## config.mk

```make
export PLATFORM = sky130hd
export DESIGN_NAME = core_mem_arbiter
export DESIGN_NICKNAME = d
export VERILOG_FILES = /design/src/rtl/core_mem_arb_pkg.sv /design/src/rtl/core_rr_pick.sv /design/src/rtl/core_mem_arbiter.sv
export SDC_FILE = /design/constraint.sdc
export NUM_CORES = 1
export LEC_CHECK = 0
export CAP_MARGIN = 20
export CORE_MARGIN = 2
export CORE_UTILIZATION = 60
export CTS_BUF_LIST = sky130_fd_sc_hd__clkbuf_8
export DETAILED_ROUTE_END_ITERATION = 10
export DONT_BUFFER_PORTS = 1
export PLACE_DENSITY = 0.79
export SYNTH_ARGS = -nofsm -noshare
export SYNTH_HDL_FRONTEND = slang
export SYNTH_SLANG_ARGS = --single-unit
```

## constraint.sdc

```tcl
create_clock -name i_clk -period 3.48 [get_ports i_clk]
set_input_delay 0.348 -clock i_clk [delete_from_list [all_inputs] [get_ports i_clk]]
set_output_delay 0.348 -clock i_clk [all_outputs]
set_load 0.02 [all_outputs]
```

## src/rtl/core_mem_arb_pkg.sv

```systemverilog
// Shared definitions for the core memory arbiter: FSM encoding and parameter defaults.
package core_mem_arb_pkg;

  typedef enum logic [1:0] {
    IDLE  = 2'd0,
    ISSUE = 2'd1,
    RESP  = 2'd2
  } state_t;

  localparam int DEF_N_REQ      = 4;
  localparam int DEF_ADDR_WIDTH = 8;
  localparam int DEF_DATA_WIDTH = 8;
  localparam int DEF_MAX_BURST  = 4;

  // Wide enough for the largest allowed burst limit (15).
  localparam int BURST_W = 4;

endpackage

```

## src/rtl/core_rr_pick.sv

```systemverilog
// Combinational rotate-priority picker: the first requester at or after 'start'
// (wrapping around) wins.
module core_rr_pick #(
  parameter int N     = 4,
  parameter int IDX_W = (N > 1) ? $clog2(N) : 1
) (
  input  logic [N-1:0]     req,
  input  logic [IDX_W-1:0] start,
  output logic [N-1:0]     grant,
  output logic             valid
);

  // Two passes: indices from start upward, then the wrapped indices below start.
  always_comb begin
    grant = '0;
    valid = 1'b0;
    for (int i = 0; i < N; i++) begin
      if (!valid && req[i] && (i >= int'(start))) begin
        grant[i] = 1'b1;
        valid    = 1'b1;
      end
    end
    for (int i = 0; i < N; i++) begin
      if (!valid && req[i] && (i < int'(start))) begin
        grant[i] = 1'b1;
        valid    = 1'b1;
      end
    end
  end

endmodule

```

## src/rtl/core_mem_arbiter.sv

```systemverilog
// Round-robin arbiter sharing one single-port memory between N_REQ requesters,
// with bounded bursting for a requester that keeps asking.
module core_mem_arbiter
  import core_mem_arb_pkg::*;
#(
  parameter int N_REQ      = DEF_N_REQ,
  parameter int ADDR_WIDTH = DEF_ADDR_WIDTH,
  parameter int DATA_WIDTH = DEF_DATA_WIDTH,
  parameter int MAX_BURST  = DEF_MAX_BURST
) (
  input  logic                          i_clk,
  input  logic                          i_rst,
  input  logic [N_REQ-1:0]              i_req,
  input  logic [N_REQ-1:0]              i_we,
  input  logic [N_REQ*ADDR_WIDTH-1:0]   i_addr,
  input  logic [N_REQ*DATA_WIDTH-1:0]   i_wdata,
  output logic [N_REQ-1:0]              o_ack,
  output logic [N_REQ-1:0]              o_rvalid,
  output logic [DATA_WIDTH-1:0]         o_rdata,
  output logic                          o_mem_en,
  output logic                          o_mem_we,
  output logic [ADDR_WIDTH-1:0]         o_mem_addr,
  output logic [DATA_WIDTH-1:0]         o_mem_wdata,
  input  logic [DATA_WIDTH-1:0]         i_mem_rdata
);

  localparam int IDX_W = (N_REQ > 1) ? $clog2(N_REQ) : 1;
  localparam logic [IDX_W-1:0] LAST_IDX = IDX_W'(N_REQ - 1);
  localparam logic [N_REQ-1:0] ONE_HOT0 = N_REQ'(1);

  state_t state, next_state;

  logic [IDX_W-1:0]      last_grant, last_grant_d, rr_start, win_idx;
  logic [BURST_W-1:0]    burst_cnt, burst_d;
  logic [N_REQ-1:0]      rr_grant, win_onehot, ack_d, rvalid_d;
  logic                  rr_valid, hold_burst, arbitrate, en_d, we_d;
  logic [ADDR_WIDTH-1:0] addr_d;
  logic [DATA_WIDTH-1:0] wdata_d;

  assign rr_start = (last_grant == LAST_IDX) ? '0 : last_grant + 1'b1;

  core_rr_pick #(
    .N     (N_REQ),
    .IDX_W (IDX_W)
  ) u_pick (
    .req   (i_req),
    .start (rr_start),
    .grant (rr_grant),
    .valid (rr_valid)
  );

  // A zero burst count means no burst is in progress (after reset or idle),
  // so the previous grantee gets no preference over round-robin order.
  assign arbitrate  = (state != ISSUE) && rr_valid;
  assign hold_burst = i_req[last_grant] && (burst_cnt != '0) &&
                      (burst_cnt < BURST_W'(MAX_BURST));

  always_comb begin
    win_onehot = hold_burst ? (ONE_HOT0 << last_grant) : rr_grant;
    win_idx    = last_grant;
    for (int i = 0; i < N_REQ; i++) begin
      if (win_onehot[i]) win_idx = IDX_W'(i);
    end
  end

  always_comb begin
    next_state = IDLE;
    unique case (state)
      IDLE:    next_state = arbitrate ? ISSUE : IDLE;
      ISSUE:   next_state = RESP;
      RESP:    next_state = arbitrate ? ISSUE : IDLE;
      default: next_state = IDLE;
    endcase
  end

  // Next values of the registered outputs; the current o_ack/o_mem_we
  // describe the access being issued, which decides the response pulse.
  always_comb begin
    ack_d        = '0;
    rvalid_d     = '0;
    en_d         = 1'b0;
    we_d         = 1'b0;
    addr_d       = '0;
    wdata_d      = '0;
    last_grant_d = last_grant;
    burst_d      = burst_cnt;
    if (state == ISSUE) begin
      rvalid_d = o_mem_we ? '0 : o_ack;
    end else if (arbitrate) begin
      ack_d        = win_onehot;
      en_d         = 1'b1;
      we_d         = i_we[win_idx];
      addr_d       = i_addr[win_idx*ADDR_WIDTH +: ADDR_WIDTH];
      wdata_d      = i_wdata[win_idx*DATA_WIDTH +: DATA_WIDTH];
      last_grant_d = win_idx;
      burst_d      = hold_burst ? burst_cnt + 1'b1 : BURST_W'(1);
    end else begin
      burst_d = '0;
    end
  end

  always_ff @(posedge i_clk or posedge i_rst) begin
    if (i_rst) begin
      state       <= IDLE;
      o_ack       <= '0;
      o_rvalid    <= '0;
      o_mem_en    <= 1'b0;
      o_mem_we    <= 1'b0;
      o_mem_addr  <= '0;
      o_mem_wdata <= '0;
      last_grant  <= LAST_IDX;
      burst_cnt   <= '0;
    end else begin
      state       <= next_state;
      o_ack       <= ack_d;
      o_rvalid    <= rvalid_d;
      o_mem_en    <= en_d;
      o_mem_we    <= we_d;
      o_mem_addr  <= addr_d;
      o_mem_wdata <= wdata_d;
      last_grant  <= last_grant_d;
      burst_cnt   <= burst_d;
    end
  end

  assign o_rdata = (|o_rvalid) ? i_mem_rdata : '0;

endmodule

```

## Word level (Yosys, flattened, before mapping)

Cells that the tools add are included.

- Bitwise logic cells: 1
- Order comparisons: 9
- Shift-type cells: 3
- $add $sub $neg: 2
- Eq/ne operators: 4
- Multiplexer cells: 40
- Reduce and logical (&&, ||, !) cells: 26

Operators with widths:

| cell | number |
|---|---|
| $shiftx 32x6->8 | 2 |
| $mux 8 | 5 |
| $mux 4 | 7 |
| $mux 1 | 20 |
| $logic_and 1x1->1 | 15 |
| $mux 2 | 5 |
| $logic_not 1->1 | 6 |
| $lt 2x3->1 const B | 2 |
| $add 4x1->4 const B | 1 |
| $bmux 1 s2 | 2 |
| $eq 2x2->1 const B | 2 |
| $ge 1x2->1 const A | 2 |
| $lt 1x2->1 const A | 2 |
| $lt 4x3->1 const B | 1 |
| $pmux 2 s2 | 1 |
| $reduce_bool 4->1 | 1 |
| $reduce_or 4->1 | 1 |
| $shl 1x2->4 const A | 1 |
| $add 2x1->2 const B | 1 |
| $eq 2x1->1 const B | 1 |
| $ge 2x2->1 const A | 1 |
| $logic_not 2->1 | 1 |
| $lt 2x2->1 const A | 1 |
| $ne 2x1->1 const B | 1 |
| other kinds (3) | 3 |

- Logic and storage cells: 94
- Input bits: 82
- Bits in registers: 34

## Depth between registers and ports, before layout

- Depth in word-level cells: 37
- Gate-level depth with buffers: 9

## Hierarchy

A second synthesis with hierarchy kept.

- Cell total of the unflattened synthesis: 193
- Area total of the unflattened synthesis: 2,001.9 sq um

Modules (own cells, without submodules):

| module | cells each | times used | area each (sq um) | seq. area each (sq um) |
|---|---|---|---|---|
| core_mem_arbiter | 174 | 1 | 1,890.6 | 853.3 |
| core_rr_pick | 19 | 1 | 111.4 | 0.0 |

## Worst setup path after synthesis

No wires, ideal clock.

- Path kind: flip-flop to flip-flop
- Start point: register last_grant[0]
- End point: register o_mem_addr[2]
- Stages on the path, launching flop included: 10
- Path slack: 0.815 ns
- Arrival time: 2.536 ns
- Path buffers: 1
- Library setup time: 0.129 ns
- Cells stage by stage: dfstp_2 > inv_1 > ha_1 > nor2b_1 > o41ai_1 > a21oi_1 > o311ai_4 > buf_4 > mux2i_1 > o22ai_1

- Cells in the longest elaborated chain, start to end: 34
- Elaborated cells on any way between the ends: 54
- Those cells by class: add/sub: 1; order compare: 6; eq/ne: 1; shift: 2; mux: 23; reduce/logical: 21

Ends and longest elaborated chain:

| element | RTL line | text |
|---|---|---|
| start, declared | core_mem_arbiter.sv:33 | `logic [IDX_W-1:0] last_grant, last_grant_d, rr_start, win_idx;` |
| start signal, assigned | core_mem_arbiter.sv:121 | `last_grant <= last_grant_d;` |
| $add 2x1->2 / $eq 2x2->1 (equally long branches) | core_mem_arbiter.sv:40 | `assign rr_start = (last_grant == LAST_IDX) ? '0 : last_grant + 1'b1;` |
| $mux 2 | core_mem_arbiter.sv:40 |  |
| $ge 1x2->1 | core_rr_pick.sv:18 | `if (!valid && req[i] && (i >= int'(start))) begin` |
| $logic_and 1x1->1 | core_rr_pick.sv:18 |  |
| $mux 1 | core_rr_pick.sv:18 |  |
| $logic_not 1->1 | core_rr_pick.sv:18 |  |
| $logic_and 1x1->1 (2 in series) | core_rr_pick.sv:18 |  |
| $mux 1 | core_rr_pick.sv:18 |  |
| [... 16 more ...] | -- |  |
| $logic_and 1x1->1 (2 in series) | core_rr_pick.sv:24 | `if (!valid && req[i] && (i < int'(start))) begin` |
| $mux 1 | core_rr_pick.sv:24 |  |
| $mux 4 | core_mem_arbiter.sv:59 | `win_onehot = hold_burst ? (ONE_HOT0 << last_grant) : rr_grant;` |
| $mux 2 (2 in series) | core_mem_arbiter.sv:62 | `if (win_onehot[i]) win_idx = IDX_W'(i);` |
| $shiftx 32x6->8 | core_mem_arbiter.sv:93 | `addr_d = i_addr[win_idx*ADDR_WIDTH +: ADDR_WIDTH];` |
| $mux 8 (*) | core_mem_arbiter.sv:89 | `end else if (arbitrate) begin` |
| $mux 8 (*) | core_mem_arbiter.sv:87 | `if (state == ISSUE) begin` |
| via addr_d[2] | core_mem_arbiter.sv:37 | `logic [ADDR_WIDTH-1:0] addr_d;` |
| end signal, assigned | core_mem_arbiter.sv:119 | `o_mem_addr <= addr_d;` |
| end, declared | core_mem_arbiter.sv:22 | `output logic [ADDR_WIDTH-1:0] o_mem_addr,` |

The timed path passes the listed nets; every way through them passes the cells marked *. The select of a mux whose other input is x is not followed.
A chain may end at the register's enable or synchronous reset.

## Worst setup path after layout

- Start point: register last_grant[0]
- End point: register o_mem_wdata[6]

- Cells in the longest elaborated chain, start to end: 34
- Elaborated cells on any way between the ends: 54
- Those cells by class: add/sub: 1; order compare: 6; eq/ne: 1; shift: 2; mux: 23; reduce/logical: 21

Ends and longest elaborated chain:

| element | RTL line | text |
|---|---|---|
| $add 2x1->2 / $eq 2x2->1 (equally long branches) | core_mem_arbiter.sv:40 |  |
| $mux 2 | core_mem_arbiter.sv:40 |  |
| $ge 1x2->1 | core_rr_pick.sv:18 |  |
| $logic_and 1x1->1 | core_rr_pick.sv:18 |  |
| $mux 1 | core_rr_pick.sv:18 |  |
| $logic_not 1->1 | core_rr_pick.sv:18 |  |
| $logic_and 1x1->1 (2 in series) | core_rr_pick.sv:18 |  |
| $mux 1 | core_rr_pick.sv:18 |  |
| [... 16 more ...] | -- |  |
| $logic_and 1x1->1 (2 in series) | core_rr_pick.sv:24 |  |
| $mux 1 | core_rr_pick.sv:24 |  |
| $mux 4 | core_mem_arbiter.sv:59 |  |
| $mux 2 (2 in series) | core_mem_arbiter.sv:62 |  |
| $shiftx 32x6->8 | core_mem_arbiter.sv:94 | `wdata_d = i_wdata[win_idx*DATA_WIDTH +: DATA_WIDTH];` |
| $mux 8 (*) | core_mem_arbiter.sv:89 |  |
| $mux 8 (*) | core_mem_arbiter.sv:87 |  |
| via wdata_d[6] | core_mem_arbiter.sv:38 | `logic [DATA_WIDTH-1:0] wdata_d;` |
| end signal, assigned | core_mem_arbiter.sv:120 | `o_mem_wdata <= wdata_d;` |
| end, declared | core_mem_arbiter.sv:23 | `output logic [DATA_WIDTH-1:0] o_mem_wdata,` |

Marked as above.

==> impl_results.md <==
- Final HPWL DP: 3581 um
- Core ar.: 3284 um^2
- FF+latch count, synth: 34
- RSZ-0062 raised after global routing: no
- Register area share after synthesis: 41.92%
- Vias per cell: 6.606
- Layout cells sized above 1: 10.24%
- Row cnt: 21
- Synth top area share: 39.34%
- Yosys Warn Count: 0
- Setup TNS: 0 ns
- H-tree depth: 2
- Die Y: 62.25 um
- Clock Latency Late Sink: 0.29 ns
- Post-DRT Antenna Nets: 0
- Fin area: 2166 um^2
- Final GP Congestion: 0.9484
- Critical path class: register to register
- Total congestion overflow: 0
- Final setup fails: 0
- Final nets: 292
- First-pass GRT wire length: 7486 um
- PD cells: 1207 nW/um^2
- CTS buffer count: 5
- Slew Viols, Final: 0
- Port Buf Inserts: 0
- Minimum clock period: 3.028 ns
- Initial Util: 61.98%
- Largest net degree at the start of global routing: 35
- DR pass1 iterations: 4
- Synthesized instance count: 204
- Final wirelength: 4764 um
- Die width: 62.25 um
- Endpoints failing hold: 0
- Cell area after synthesis: 2036 um^2
- Mapped Nets: 292
- Post-CTS Setup Bufs: 0
- CP required: 3.67 ns
- GRT Overall Usage: 25.02%
- CTS tree: done
- Mean post-synth cell area: 9.979 um^2
- CP max FO: 24
- Worst Tran Pin Value: 1.001 ns
- F_max: 0.3302 GHz
- Clock Pin Slew Worst Setup and Hold Paths: 0.07 ns
- Filler instances: 247
- Most common cell after layout, fill and taps aside: dfrtp_1
- Worst setup SP type: register
- Antenna Cells: 0
- Maxcap violations: 0
- Slew headroom: 32.63%
- Crit end category: register
- Number of global-route vias before repair: 1617
- Synth Flop Type: dfrtp_1
- Hold Crit Class: primary input to asynchronous set/reset pin
- Lkg Pwr: 1.042 nW
- CP arrival: 3.22 ns
- Layout Area Growth over Synthesis: 6.392%
- DIE AREA: 3875 um^2
- Routed vias: 1658
- Area post-placement: 2071 um^2
- Wirelength per Cell: 18.98 um
- Highest-count cells in the layout ignoring fill and taps: dfrtp_1 (32), mux2i_1 (23), inv_1 (19)
- Max clock buf depth: 2
- Setup Skew: 0.004287 ns
- I/O Pins: 116
- CTS resizes: 0
- Status: completed
- # clock sinks: 34
- Synth area leaders: dfrtp_1 (39%), mux2i_1 (11%), o311a_1 (5.4%)
- Largest area contributor in the netlist: dfrtp_1
- Root Buffer Master: clkbuf_8
- Peak supply drop: 0.5805 mV
- Hold buffers post-CTS: 0
- 1st-iter DRT viols: 100
- Initial antenna violation count: 0
- Post-synthesis cell type count: 36
- Residual DRC count: 0
- Final period util: 87.02%
- EDFF count, synth: 0
- FFs w/ async S/R, synth: 100.0%
==> worst max-delay path, stage by stage, from the launching register on <==
cell,delay (ns)
dfstp_2,0.59
inv_1,0.10
ha_1,0.33
nor2b_1,0.07
o41ai_1,0.47
a21oi_1,0.24
o311ai_4,0.29
buf_4,0.40
mux2i_1,0.15
a211oi_1,0.26
==> sequential cells by signal (all words and copies together), names as in the netlist <==
register	cells
o_mem_en	1
state	2
o_rvalid	4
o_mem_addr	8
burst_cnt	4
o_mem_wdata	8
o_mem_we	1
last_grant	2
o_ack	4
==> area by class of cell <==
type                            count  area, um^2  area share (%)
Clock inverter                      2       12.51          0.5777
Multi-Input combinational cell    140        1059           48.87
Sequential cell                    34       853.3           39.40
Inverter                           19       71.32           3.293
Tap cell                           46       57.56           2.657
Timing Repair Buffer                4       30.03           1.386
Clock buffer                        6       82.58           3.813
==> power by group <==
group | internal, mW | switching (mW) | leakage (nW) | total, mW
clock network | 0.159 | 0.142 | 0.0472 | 0.300
registers | 0.568 | 0.239 | 0.431 | 0.807
logic | 0.627 | 0.880 | 0.564 | 1.51
total | 1.35 | 1.26 | 1.04 | 2.61
==> layer usage <==
| metal | global-route usage [%] | up-vias | part of all wire [%] |
|---|---|---|---|
| met5 | 0 | - | 0 |
| met4 | 11.67 | 0 | 1.9 |
| met3 | 7.609 | 8 | 8.2 |
| met2 | 45.11 | 97 | 54 |
| met1 | 26.76 | 803 | 36 |
| li1 | - | 750 | - |
==> cells in the mapped netlist (5+ instances only) <==
cell and instances:
inv_1 19, nand2_1 9, dfrtp_1 32, a211oi_1 12
o21ai_0 17, o311a_1 11, nor2b_1 10, nand3_1 5
o22ai_1 7, clkbuf_1 8, ha_1 6, and2_1 8
mux2i_1 23, a21oi_1 7
==> through the flow <==
step | hold slack [ns] | util (%) | std cells | power [mW] | worst slack [ns]
final | 0.03035 | 65.94 | 251 | 2.614 | 0.4518
after global routing | 0.07977 | 65.94 | 251 | 2.785 | 0.2726
after CTS | 0.03365 | 65.94 | 251 | 2.614 | 0.4999
after detailed placement | 0.3522 | 63.05 | 243 | 2.314 | 0.4859
after global placement | 0.3463 | 63.05 | 243 | 2.219 | 0.7151
after floorplan | 0.4043 | - | 204 | 2.050 | 0.8153
==> kinds of logic (layout without fill, tap and decap cells) <==
kind of cell / count (synthesis) / after routing / synth area share [%]
fa+ha+maj: 6 / 6 / 3.688
flops: 34 / 34 / 41.92
buf+inv: 30 / 31 / 6.085
mux: 24 / 24 / 12.42
compound gates: 63 / 63 / 22.80
simple gates: 47 / 47 / 13.09
==> path summary, 6_finish.rpt <==
| path | start | to | cells after the start | slack, ns |
|---|---|---|---|---|
| worst max-delay path | last_grant[0] | o_mem_wdata[6] | 9 | 0.45 |
| worst min-delay path | i_rst | o_mem_wdata[3] | 2 | 0.03 |
| worst max register to register | last_grant[0] | o_mem_wdata[6] | 9 | 0.45 |
| worst min register to register | state[0] | state[0] | 1 | 0.44 |
| max in group asynchronous | i_rst | last_grant[0] | 2 | 3.11 |
| min in group i_clk | i_req[2] | state[0] | 2 | 0.22 |
(Power assumes the default switching activity.)
